--- src/rtl/blob_point_sequencer_pkg.sv ---
// blob_point_sequencer_pkg
// Shared types and constants for the laser point sequencer. COORD_W and
// COLOR_W are also used by color_blob, so both blocks agree on the
// position and color widths.
//   COORD_W      : width of one position coordinate
//   COLOR_W      : width of an RGB 3:3:3 color
//   slot_desc_t  : one point descriptor (enable, x, y, color)
//   seq_state_t  : sequencer FSM states
package blob_point_sequencer_pkg;

  localparam int COORD_W = 10;
  localparam int COLOR_W = 9;

  typedef struct packed {
    logic               enable;
    logic [COORD_W-1:0] x;
    logic [COORD_W-1:0] y;
    logic [COLOR_W-1:0] color;
  } slot_desc_t;

  typedef enum logic [1:0] {
    IDLE,
    SELECT,
    BLANK,
    DWELL
  } seq_state_t;

endpackage

--- src/rtl/blob_point_sequencer_if.sv ---
// blob_point_sequencer_if
// Bundles the descriptor write port, the frame sync strobe and the point
// outputs of blob_point_sequencer.
//   master : game logic side (drives writes and frame_sync, sees outputs)
//   slave  : sequencer side
interface blob_point_sequencer_if
  import blob_point_sequencer_pkg::*;
#(
  parameter int NUM_SLOTS = 4
);
  localparam int SLOT_W = $clog2(NUM_SLOTS);

  logic               wr_valid;
  logic               wr_ready;
  logic [SLOT_W-1:0]  wr_slot;
  logic [COORD_W-1:0] wr_x;
  logic [COORD_W-1:0] wr_y;
  logic [COLOR_W-1:0] wr_color;
  logic               wr_enable;
  logic               frame_sync;
  logic [COORD_W-1:0] x_loc;
  logic [COORD_W-1:0] y_loc;
  logic [COLOR_W-1:0] color;
  logic               blob_en;
  logic               laser_on;
  logic [SLOT_W-1:0]  cur_slot;
  logic               round_done;

  modport master (
    output wr_valid, wr_slot, wr_x, wr_y, wr_color, wr_enable, frame_sync,
    input  wr_ready, x_loc, y_loc, color, blob_en, laser_on, cur_slot, round_done
  );

  modport slave (
    input  wr_valid, wr_slot, wr_x, wr_y, wr_color, wr_enable, frame_sync,
    output wr_ready, x_loc, y_loc, color, blob_en, laser_on, cur_slot, round_done
  );

endinterface

--- src/rtl/blob_slot_bank.sv ---
// blob_slot_bank
// Double-buffered point descriptor storage. Writes go to the shadow bank;
// a frame_sync copies every shadow slot into the active bank in one edge.
//   clk, rst_n : clock, asynchronous active-low reset
//   wr_valid   : write request; wr_ready is low only during a commit cycle
//   wr_slot    : target slot (out-of-range slots are accepted and dropped)
//   wr_desc    : descriptor to store
//   frame_sync : commit strobe
//   act_en     : enable bit of every active slot
//   rd_idx     : active bank read index; rd_desc is the slot contents
module blob_slot_bank
  import blob_point_sequencer_pkg::*;
#(
  parameter int NUM_SLOTS = 4,
  parameter int SLOT_W    = 2
) (
  input  logic                 clk,
  input  logic                 rst_n,
  input  logic                 wr_valid,
  output logic                 wr_ready,
  input  logic [SLOT_W-1:0]    wr_slot,
  input  slot_desc_t           wr_desc,
  input  logic                 frame_sync,
  output logic [NUM_SLOTS-1:0] act_en,
  input  logic [SLOT_W-1:0]    rd_idx,
  output slot_desc_t           rd_desc
);

  localparam logic [SLOT_W:0] SLOT_LIMIT = NUM_SLOTS[SLOT_W:0];

  slot_desc_t shadow [NUM_SLOTS];
  slot_desc_t active [NUM_SLOTS];

  // Commit owns the cycle, so the write port is refused while it happens.
  assign wr_ready = !frame_sync;

  // Commit wins over writes; a write to a slot past the end is simply dropped.
  always_ff @(posedge clk or negedge rst_n) begin
    if (!rst_n) begin
      for (int i = 0; i < NUM_SLOTS; i++) begin
        shadow[i] <= '0;
        active[i] <= '0;
      end
    end else if (frame_sync) begin
      for (int i = 0; i < NUM_SLOTS; i++) begin
        active[i] <= shadow[i];
      end
    end else if (wr_valid && ({1'b0, wr_slot} < SLOT_LIMIT)) begin
      shadow[wr_slot] <= wr_desc;
    end
  end

  always_comb begin
    act_en = '0;
    for (int i = 0; i < NUM_SLOTS; i++) begin
      act_en[i] = active[i].enable;
    end
  end

  assign rd_desc = active[rd_idx];

endmodule

--- src/rtl/blob_point_sequencer.sv ---
// blob_point_sequencer
// Time-multiplexes one laser spot over the enabled point slots. Each visit
// is one SELECT cycle, BLANK_CYCLES dark cycles for the galvos to settle,
// then DWELL_CYCLES lit cycles.
//   clk, rst_n : clock, asynchronous active-low reset
//   bus        : write port, frame_sync and registered point outputs
//                (x_loc, y_loc, color, blob_en, laser_on, cur_slot, round_done)
module blob_point_sequencer
  import blob_point_sequencer_pkg::*;
#(
  parameter int NUM_SLOTS    = 4,
  parameter int DWELL_CYCLES = 1024,
  parameter int BLANK_CYCLES = 64
) (
  input  logic                   clk,
  input  logic                   rst_n,
  blob_point_sequencer_if.slave  bus
);

  localparam int SLOT_W  = $clog2(NUM_SLOTS);
  localparam int MAX_CYC = (DWELL_CYCLES > BLANK_CYCLES) ? DWELL_CYCLES : BLANK_CYCLES;
  localparam int CNT_W   = $clog2(MAX_CYC + 1);

  localparam logic [SLOT_W:0]   SLOT_LIMIT = NUM_SLOTS[SLOT_W:0];
  localparam logic [SLOT_W-1:0] LAST_SLOT  = SLOT_W'(NUM_SLOTS - 1);
  localparam logic [CNT_W-1:0]  BLANK_LOAD = CNT_W'(BLANK_CYCLES - 1);
  localparam logic [CNT_W-1:0]  DWELL_LOAD = CNT_W'(DWELL_CYCLES - 1);

  seq_state_t           state;
  logic [CNT_W-1:0]     cnt;
  logic [SLOT_W-1:0]    cur_slot_q;
  logic [COORD_W-1:0]   x_q;
  logic [COORD_W-1:0]   y_q;
  logic [COLOR_W-1:0]   color_q;
  logic                 blob_en_q;
  logic                 laser_on_q;
  logic                 round_done_q;

  slot_desc_t           wr_desc;
  slot_desc_t           rd_desc;
  logic [NUM_SLOTS-1:0] act_en;
  logic                 found;
  logic [SLOT_W-1:0]    next_idx;
  logic [SLOT_W:0]      cand_sum;
  logic [SLOT_W-1:0]    cand_idx;

  assign wr_desc = {bus.wr_enable, bus.wr_x, bus.wr_y, bus.wr_color};

  blob_slot_bank #(
    .NUM_SLOTS (NUM_SLOTS),
    .SLOT_W    (SLOT_W)
  ) u_bank (
    .clk        (clk),
    .rst_n      (rst_n),
    .wr_valid   (bus.wr_valid),
    .wr_ready   (bus.wr_ready),
    .wr_slot    (bus.wr_slot),
    .wr_desc    (wr_desc),
    .frame_sync (bus.frame_sync),
    .act_en     (act_en),
    .rd_idx     (next_idx),
    .rd_desc    (rd_desc)
  );

  // Round-robin search starting just after cur_slot; the last candidate is
  // cur_slot itself so a lone enabled slot keeps revisiting itself.
  always_comb begin
    found    = 1'b0;
    next_idx = '0;
    cand_sum = '0;
    cand_idx = '0;
    for (int k = 1; k <= NUM_SLOTS; k++) begin
      cand_sum = {1'b0, cur_slot_q} + (SLOT_W+1)'(k);
      if (cand_sum >= SLOT_LIMIT) begin
        cand_sum = cand_sum - SLOT_LIMIT;
      end
      cand_idx = cand_sum[SLOT_W-1:0];
      if (!found && act_en[cand_idx]) begin
        found    = 1'b1;
        next_idx = cand_idx;
      end
    end
  end

  // Visit FSM. Outputs are registered here; a slot disabled by a commit in
  // the middle of its visit drops straight back to SELECT, dark.
  always_ff @(posedge clk or negedge rst_n) begin
    if (!rst_n) begin
      state        <= IDLE;
      cnt          <= '0;
      cur_slot_q   <= LAST_SLOT;
      x_q          <= '0;
      y_q          <= '0;
      color_q      <= '0;
      blob_en_q    <= 1'b0;
      laser_on_q   <= 1'b0;
      round_done_q <= 1'b0;
    end else begin
      round_done_q <= 1'b0;
      unique case (state)
        IDLE: begin
          if (|act_en) begin
            state <= SELECT;
          end
        end
        SELECT: begin
          if (found) begin
            cur_slot_q   <= next_idx;
            x_q          <= rd_desc.x;
            y_q          <= rd_desc.y;
            color_q      <= rd_desc.color;
            cnt          <= BLANK_LOAD;
            round_done_q <= (next_idx <= cur_slot_q);
            state        <= BLANK;
          end else begin
            x_q     <= '0;
            y_q     <= '0;
            color_q <= '0;
            state   <= IDLE;
          end
        end
        BLANK: begin
          if (!act_en[cur_slot_q]) begin
            state <= SELECT;
          end else if (cnt == '0) begin
            cnt        <= DWELL_LOAD;
            blob_en_q  <= 1'b1;
            laser_on_q <= 1'b1;
            state      <= DWELL;
          end else begin
            cnt <= cnt - 1'b1;
          end
        end
        DWELL: begin
          if (!act_en[cur_slot_q] || (cnt == '0)) begin
            blob_en_q  <= 1'b0;
            laser_on_q <= 1'b0;
            state      <= SELECT;
          end else begin
            cnt <= cnt - 1'b1;
          end
        end
        default: state <= IDLE;
      endcase
    end
  end

  assign bus.x_loc      = x_q;
  assign bus.y_loc      = y_q;
  assign bus.color      = color_q;
  assign bus.blob_en    = blob_en_q;
  assign bus.laser_on   = laser_on_q;
  assign bus.cur_slot   = cur_slot_q;
  assign bus.round_done = round_done_q;

endmodule

--- src/flat_wrapper.sv ---
// flat-port wrapper written by rule: the top's interface ports become plain ports
module blob_point_sequencer_flat import blob_point_sequencer_pkg::*;
#(
  parameter int NUM_SLOTS    = 4,
  parameter int DWELL_CYCLES = 1024,
  parameter int BLANK_CYCLES = 64
)
  (clk, rst_n, bus_wr_valid, bus_wr_slot, bus_wr_x, bus_wr_y, bus_wr_color, bus_wr_enable, bus_frame_sync, bus_wr_ready, bus_x_loc, bus_y_loc, bus_color, bus_blob_en, bus_laser_on, bus_cur_slot, bus_round_done);
  blob_point_sequencer_if #(.NUM_SLOTS(NUM_SLOTS)) bus_i ();
  input  logic clk;
  input  logic rst_n;
  input wire logic [$bits(bus_i.wr_valid)-1:0] bus_wr_valid;
  input wire logic [$bits(bus_i.wr_slot)-1:0] bus_wr_slot;
  input wire logic [$bits(bus_i.wr_x)-1:0] bus_wr_x;
  input wire logic [$bits(bus_i.wr_y)-1:0] bus_wr_y;
  input wire logic [$bits(bus_i.wr_color)-1:0] bus_wr_color;
  input wire logic [$bits(bus_i.wr_enable)-1:0] bus_wr_enable;
  input wire logic [$bits(bus_i.frame_sync)-1:0] bus_frame_sync;
  output wire logic [$bits(bus_i.wr_ready)-1:0] bus_wr_ready;
  output wire logic [$bits(bus_i.x_loc)-1:0] bus_x_loc;
  output wire logic [$bits(bus_i.y_loc)-1:0] bus_y_loc;
  output wire logic [$bits(bus_i.color)-1:0] bus_color;
  output wire logic [$bits(bus_i.blob_en)-1:0] bus_blob_en;
  output wire logic [$bits(bus_i.laser_on)-1:0] bus_laser_on;
  output wire logic [$bits(bus_i.cur_slot)-1:0] bus_cur_slot;
  output wire logic [$bits(bus_i.round_done)-1:0] bus_round_done;
  assign bus_i.wr_valid = bus_wr_valid;
  assign bus_i.wr_slot = bus_wr_slot;
  assign bus_i.wr_x = bus_wr_x;
  assign bus_i.wr_y = bus_wr_y;
  assign bus_i.wr_color = bus_wr_color;
  assign bus_i.wr_enable = bus_wr_enable;
  assign bus_i.frame_sync = bus_frame_sync;
  assign bus_wr_ready = bus_i.wr_ready;
  assign bus_x_loc = bus_i.x_loc;
  assign bus_y_loc = bus_i.y_loc;
  assign bus_color = bus_i.color;
  assign bus_blob_en = bus_i.blob_en;
  assign bus_laser_on = bus_i.laser_on;
  assign bus_cur_slot = bus_i.cur_slot;
  assign bus_round_done = bus_i.round_done;
  blob_point_sequencer #(.NUM_SLOTS(NUM_SLOTS), .DWELL_CYCLES(DWELL_CYCLES), .BLANK_CYCLES(BLANK_CYCLES)) u_core (.clk(clk), .rst_n(rst_n), .bus(bus_i));
endmodule
--- config.mk ---
export PLATFORM = sky130hd
export DESIGN_NAME = blob_point_sequencer_flat
export DESIGN_NICKNAME = d
export VERILOG_FILES = /design/src/rtl/blob_point_sequencer_pkg.sv /design/src/rtl/blob_point_sequencer_if.sv /design/src/rtl/blob_slot_bank.sv /design/src/rtl/blob_point_sequencer.sv /design/src/flat_wrapper.sv
export SDC_FILE = /design/constraint.sdc
export NUM_CORES = 1
export LEC_CHECK = 0
export ABC_AREA = 1
export CORE_MARGIN = 2
export CORE_UTILIZATION = 57
export CTS_CLUSTER_DIAMETER = 30
export DETAILED_ROUTE_END_ITERATION = 8
export DONT_BUFFER_PORTS = 1
export HOLD_SLACK_MARGIN = 0.15
export PLACE_DENSITY = 0.74
export SYNTH_ARGS = -nofsm -noshare
export SYNTH_HDL_FRONTEND = slang
export SYNTH_SLANG_ARGS = --single-unit
--- constraint.sdc ---
create_clock -name clk -period 1.91 [get_ports clk]
set_input_delay 0.382 -clock clk [delete_from_list [all_inputs] [get_ports clk]]
set_output_delay 0.382 -clock clk [all_outputs]
set_load 0.01 [all_outputs]
# ---- Word-level counts from Yosys, hierarchy flattened
# Cells that the tools add are included.
dict set report op_classes {
  mux 48
  addsub 9
  magnitude_cmp 13
  bitwise 3
  eq_ne 10
  reduce_logical 20
}
# op n
set ops {}
lappend ops {{$bwmux 120} 1}
lappend ops {{$bmux 30 s2} 1}
lappend ops {{$demux 30 s2} 1}
lappend ops {{$mux 29} 2}
lappend ops {{$mux 11} 4}
lappend ops {{$pmux 11 s3} 1}
lappend ops {{$mux 30} 1}
lappend ops {{$mux 2} 13}
lappend ops {{$mux 10} 2}
lappend ops {{$ge 3x3->1 const B} 6}
lappend ops {{$lt 2x3->1 const B} 5}
lappend ops {{$mux 1} 14}
lappend ops {{$logic_not 11->1} 1}
lappend ops {{$sub 11x1->11 const B} 1}
lappend ops {{$bmux 1 s2} 5}
lappend ops {{$ne 2x1->1 const B} 5}
lappend ops {{$mux 9} 1}
lappend ops {{$pmux 2 s4} 1}
lappend ops {{$reduce_and 4->1} 2}
lappend ops {{$sub 2x1->2 const B} 4}
lappend ops {{$add 2x2->3 const B} 2}
lappend ops {{$not 2->3} 2}
lappend ops {{$logic_not 1->1} 5}
lappend ops {{$eq 2x2->1 const B} 2}
lappend ops {{other kinds (17)} 21}
dict set report totals {
  wordCells 143
  out_inout_bits 35
  regBits 286
}

# ---- Longest topological paths before layout
dict set report logic_depth {
  ltp_word 20
  depth_mapped 16
  ltp_nobuf 14
}

# ---- Hierarchy
# A second synthesis with hierarchy kept.
dict set report hier_totals {
  cells_unflattened 1577
  area_unflattened_um2 13017.5
}
# mod cells_per_inst area_each_um2 instances
set modules_own_cells {}
lappend modules_own_cells {blob_slot_bank 1272 10448.8 1}
lappend modules_own_cells {blob_point_sequencer 305 2568.7 1}

# ---- Least setup slack after synthesis
# Ideal clock, no wire load.
dict set report synth_timing {
  kind {reg2reg}
  from {reg u_core.cur_slot_q[0] (netlist: u_core.bus.cur_slot[0])}
  to {reg u_core.round_done_q (netlist: u_core.bus.round_done)}
  setup_slack_ns -0.239
  setup_ns 0.072
  required_time_ns 1.838
  arrival_ns 2.078
  n_path_buf 2
  stages_incl_launch_ff 15
  cell_sequence {dfstp_2 -> buf_6 -> inv_4 -> nand2_1 -> nand2_1 -> nand2_2 -> nand2_4 -> nor2_4 -> nand3_2 -> o21ai_1 -> buf_2 -> ha_1 -> a21oi_1 -> a21oi_1 -> nor2_1}
}
dict set report synth_between {
  elab_chain_cells 18
  elab_cells_between_ends 41
  cone_classes {8 x add/sub; 5 x order compare; 22 x mux; 6 x reduce/logical}
}
# element line_no
set synth_lines {}
lappend synth_lines {{from (decl)} blob_point_sequencer.sv:31} ;# logic [SLOT_W-1:0] cur_slot_q;
lappend synth_lines {{from (signal assigned)} blob_point_sequencer.sv:108} ;# cur_slot_q <= next_idx;
lappend synth_lines {{$add 2x1->3} blob_point_sequencer.sv:73} ;# cand_sum = {1'b0, cur_slot_q} + (SLOT_W+1)'(k);
lappend synth_lines {{$ge 3x3->1 / $sub 2x1->2 (equally long branches)} {blob_point_sequencer.sv:74, blob_point_sequencer.sv:75}}
lappend synth_lines {{$mux 2} blob_point_sequencer.sv:74} ;# if (cand_sum >= SLOT_LIMIT) begin
lappend synth_lines {{$bmux 1 s2} blob_point_sequencer.sv:78} ;# if (!found && act_en[cand_idx]) begin
lappend synth_lines {{$mux 1 (not written as such)} blob_point_sequencer.sv:78}
lappend synth_lines {{$mux 1} blob_point_sequencer.sv:78}
lappend synth_lines {{$logic_not 1->1} blob_point_sequencer.sv:78}
lappend synth_lines {{$logic_and 1x1->1} blob_point_sequencer.sv:78}
lappend synth_lines {{[... 3 more ...]} n/a}
lappend synth_lines {{$mux 1} blob_point_sequencer.sv:78}
lappend synth_lines {{$logic_not 1->1} blob_point_sequencer.sv:78}
lappend synth_lines {{$logic_and 1x1->1} blob_point_sequencer.sv:78}
lappend synth_lines {{$mux 2 *} blob_point_sequencer.sv:78}
lappend synth_lines {{via u_core.next_idx[1]} blob_point_sequencer.sv:43} ;# logic [SLOT_W-1:0] next_idx;
lappend synth_lines {{$le 2x2->1 *} blob_point_sequencer.sv:113} ;# round_done_q <= (next_idx <= cur_slot_q);
lappend synth_lines {{$mux 1 *} blob_point_sequencer.sv:107} ;# if (found) begin
lappend synth_lines {{$mux 1 *} blob_point_sequencer.sv:100} ;# unique case (state)
lappend synth_lines {{to (signal assigned)} blob_point_sequencer.sv:113}
lappend synth_lines {{to (decl)} blob_point_sequencer.sv:37} ;# logic round_done_q;
# Mark *: on every way through the listed nets, which the timed path passes. The rest lies on a longest branch. The select of a mux whose other input is x is not followed.
# A chain may end at the register's enable or synchronous reset.

# ---- Worst setup path in the final report
dict set report layout_timing {
  from {reg u_core.cur_slot_q[0] (netlist: u_core.bus.cur_slot[0])}
  to {reg u_core.y_q[4] (netlist: u_core.bus.y_loc[4])}
}
dict set report layout_between {
  elab_chain_cells 20
  elab_cells_between_ends 43
  cone_classes {8 x add/sub; 4 x order compare; 24 x mux; 1 x bitwise; 6 x reduce/logical}
}
# element line_no
set layout_lines {}
lappend layout_lines {{$add 2x1->3} blob_point_sequencer.sv:73}
lappend layout_lines {{$ge 3x3->1 / $sub 2x1->2 (equally long branches)} {blob_point_sequencer.sv:74, blob_point_sequencer.sv:75}}
lappend layout_lines {{$mux 2} blob_point_sequencer.sv:74}
lappend layout_lines {{$bmux 1 s2} blob_point_sequencer.sv:78}
lappend layout_lines {{$mux 1 (not written as such)} blob_point_sequencer.sv:78}
lappend layout_lines {{$mux 1} blob_point_sequencer.sv:78}
lappend layout_lines {{$logic_not 1->1} blob_point_sequencer.sv:78}
lappend layout_lines {{$logic_and 1x1->1} blob_point_sequencer.sv:78}
lappend layout_lines {{[... 3 more ...]} n/a}
lappend layout_lines {{$mux 1} blob_point_sequencer.sv:78}
lappend layout_lines {{$logic_not 1->1} blob_point_sequencer.sv:78}
lappend layout_lines {{$logic_and 1x1->1} blob_point_sequencer.sv:78}
lappend layout_lines {{$mux 2} blob_point_sequencer.sv:78}
lappend layout_lines {{$not 2->3 (not written as such)} blob_slot_bank.sv:60} ;# assign rd_desc = active[rd_idx];
lappend layout_lines {{$bmux 30 s2} blob_slot_bank.sv:60}
lappend layout_lines {{$mux 29 (not written as such) (2 in series)} blob_slot_bank.sv:60}
lappend layout_lines {{$mux 10 *} blob_point_sequencer.sv:107}
lappend layout_lines {{to (signal assigned)} blob_point_sequencer.sv:110} ;# y_q <= rd_desc.y;
lappend layout_lines {{to (decl)} blob_point_sequencer.sv:33} ;# logic [COORD_W-1:0] y_q;
# Every way passes the cells marked *; elsewhere a longest branch is shown, timed or not. The select of a mux whose other input is x is not followed.

==> results.md <==
* Slowest stage delay, CP at 570 ps
* Tmin final at 2280 ps
* Number of buffers added on ports at 0
* Syn Nets at 1486
* Reg2reg start: u_core.bus.cur_slot[0]
* Global route overflow at 0
* WP data arrival at 2710 ps
* Max FO, Critical Path at 5
* Top-count cell post-synth: nand2_1
* Vias/cell at 5.68
* H-tree levels at 2
* Worst setup EP type: flop
* Sw Share at 0.360
* Worst-margin pin slew at 558 ps
* GRT Util Overall at 0.299
* 1st-pass router iterations at 5
* CTS Sinks at 286
* Sequential share of the synthesized area at 0.585
* Cell Int Power at 18.4 mW
* Chip Height at 151 um
* Vias at 10641
* R2R Setup Slk at -370 ps
* Slowest CP cell: dfstp_2
* CTS tree: yes
* DR iter-0 viols at 917
* First-pass GRT wire length at 53500 um
* HP Class: in2async
* Hold Slack at -465 ps
* Area contributors post-synth: dfrtp_1 (58%), nand2_1 (20%), o21ai_0 (5.9%)
* Syn-to-layout area delta at 32.1%
* Fmax achieved at 439 MHz
* Cells after Synth at 1441
* Final Hold Viols at 286
* Detailed placement HPWL at 16500 um
* Critical path class: reg2reg
* Req. time, crit path at 2350 ps
* Sequence of cells on the critical path: buf_4, buf_6, nand2_4, nand2_4, nand2_2, nand2_4, nand4_1, nand2_2, inv_2, o21ai_4, buf_12, buf_12, buf_12, nand3_2, nand3_2, nand2_1
* Final nets at 1598
* FF-to-FF End: u_core.bus.y_loc[4]
* Sw Pwr at 10.3 mW
* Non-Filler Instances at 1874
* Die Width at 151 um
* Final WL at 34500 um
* Initial antenna violation count at 0
* Pin count of the biggest net entering global routing at 287
* Fill count at 1312
* EDFF count, synth at 0
* RSZ-0062 raised after global routing: yes
* PD cells at 1780 mW/mm^2
* Yosys top cell by area: dfrtp_1
* FF-to-FF path depth at 16
* Combinational cell fraction of total power at 0.367
* Status: finished with violations
* Clock share of power at 0.342
* Maximum vdd drop at 0.00109 V
* Warnings from Yosys at 0
* Cells after DPL at 1687
* Hold_buf cts at 66
* Slew Viols, Final at 0
* Final setup viols at 45
* Starting density of the core at 0.582
* Ys flop type: dfrtp_1
* CTS Buf Count at 54
* Worst-skew pair later-pin latency at 560 ps
* Distinct cells, synth at 32
* Core ar. at 0.0210 mm^2
* Leading post-synthesis cells by instance count: nand2_1 (638), dfrtp_1 (284), o21ai_0 (145)
* Clock skew at 21.9 ps
* Post-route setup slack at -367 ps
* LEAKAGE at 8.04 nW
* Mapped Area at 0.0122 mm^2
* N_diodes at 0
* Vias in the first global route at 10641
* Row Count at 53
* Yosys reg bits at 286
* Reg clk slew, reported paths at 50 ps
* CP startpoint kind: flop
* Clock Tree Buf Depth at 3
* Slew HR at 0.628
* CTS Root Buffer Type: clkbuf_16
* Max Cap Viol at 0
* Ports at 71
* Synth top area share at 0.580
* Sequential power share at 0.291
* Share of cells above drive strength 1 at 0.193
* Synth Area per Inst at 8.50 um^2
* Die ar. at 0.0227 mm^2
* Async S/R FF share, synth at 1.00
* Worst slack at placement at -220 ps
* Failing checks: negative hold slack, negative setup slack
* Post-route ant nets at 0
* RD Place Congestion at 0.883
* Fin crit share at 1.19
* Avg WL per Cell at 18.4 um
* Remaining DRCs at 0
worst max-delay path: cells and delay by family, from the launching register on:
kind / cells / cell delay, ps
flops: 1 / 570
simple gates: 9 / 790
compound gates: 1 / 100
buf+inv: 6 / 680
per-stage QoR:
stage                     area [um^2]  hold slack [ps]  setup TNS [ps]   util  power, mW
final                           16200             -465          -10260  0.770       28.7
after CTS                       16000             -481           -4020  0.761       27.6
after floorplan                 12300             86.4            -622      -       13.1
after global placement          12900             93.2           -3180  0.613       15.8
after global routing            16200             -484          -14470  0.770       30.0
after detailed placement        12900             94.3           -6020  0.613       16.0
sequential cells by signal, indices dropped and copies added (netlist names):
register               cells
u_core.u_bank.active     116
u_core.u_bank.shadow     120
u_core.bus.y_loc          10
u_core.bus.color           9
u_core.bus.round_done      1
u_core.u_bank.act_en       4
u_core.bus.x_loc          10
u_core.cnt                11
u_core.state               2
u_core.bus.blob_en         1
u_core.bus.cur_slot        2
layer usage:
layer | GRT usage | share of wire | vias to the layer above
met5 | 0 | 0 | -
met4 | 0.108 | 0.034 | 0
met3 | 0.0652 | 0.084 | 127
met2 | 0.508 | 0.50 | 477
met1 | 0.378 | 0.39 | 5204
li1 | - | - | 4833
power groups by stage:
stage / clock network, mW / registers, mW / logic, mW
2_1_floorplan: 0 / 8.08 / 5.02
3_3_place_gp: 0 / 8.32 / 7.46
3_5_place_dp: 0 / 8.35 / 7.65
4_1_cts: 9.82 / 8.31 / 9.50
5_1_grt: 10.2 / 8.48 / 11.3
6_report: 9.81 / 8.36 / 10.6
placed cells by master, fill, tap and decap left out, drive strengths merged, types with 10 or more instances in the layout:
cell and count:
dfrtp 284, clkbuf 65, clkinv 20, o21ai 147, nand3 158, a21oi 10, nor2 25, buf 74
dlygate4sd3 65, inv 65, nand2 646
area by class of cell:
type | count | area, um^2 | area share
multi-input cells | 1007 | 4960 | 0.307
repair buffers | 139 | 1550 | 0.0960
flip-flops and latches | 286 | 7160 | 0.443
clock buffers | 65 | 1450 | 0.0899
clock inverters | 37 | 453 | 0.0280
inverters | 65 | 253 | 0.0156
well taps | 275 | 344 | 0.0213
timing repair:
item,in CTS,in global routing
gates resized for setup,108,38
buffers inserted,15,7
endpoints found under the setup margin,44,47
pin swaps,37,27
endpoints found under the hold margin,526,286
gates cloned,0,0
worst max-delay path by stage:
| stage | end | slack, ps | from |
|---|---|---|---|
| 3_3_place_gp | u_core.bus.round_done | -160 | u_core.bus.cur_slot[0] |
| 4_1_cts | u_core.bus.y_loc[4] | -170 | u_core.bus.cur_slot[0] |
| 2_1_floorplan | u_core.bus.round_done | -140 | u_core.bus.cur_slot[0] |
| 6_report | u_core.bus.y_loc[4] | -370 | u_core.bus.cur_slot[0] |
| 5_1_grt | u_core.bus.x_loc[5] | -450 | u_core.bus.cur_slot[0] |
| 3_5_place_dp | u_core.bus.color[7] | -220 | u_core.bus.cur_slot[0] |
cells by family after synthesis:
| group | Yosys count | synth area share |
|---|---|---|
| simple gates | 836 | 0.286 |
| flops | 286 | 0.585 |
| compound gates | 160 | 0.0665 |
| buf+inv | 148 | 0.0521 |
| fa+ha+maj | 9 | 0.00920 |
| xor+xnor | 2 | 0.00143 |
Note: power is estimated with default switching activity, not from simulation.
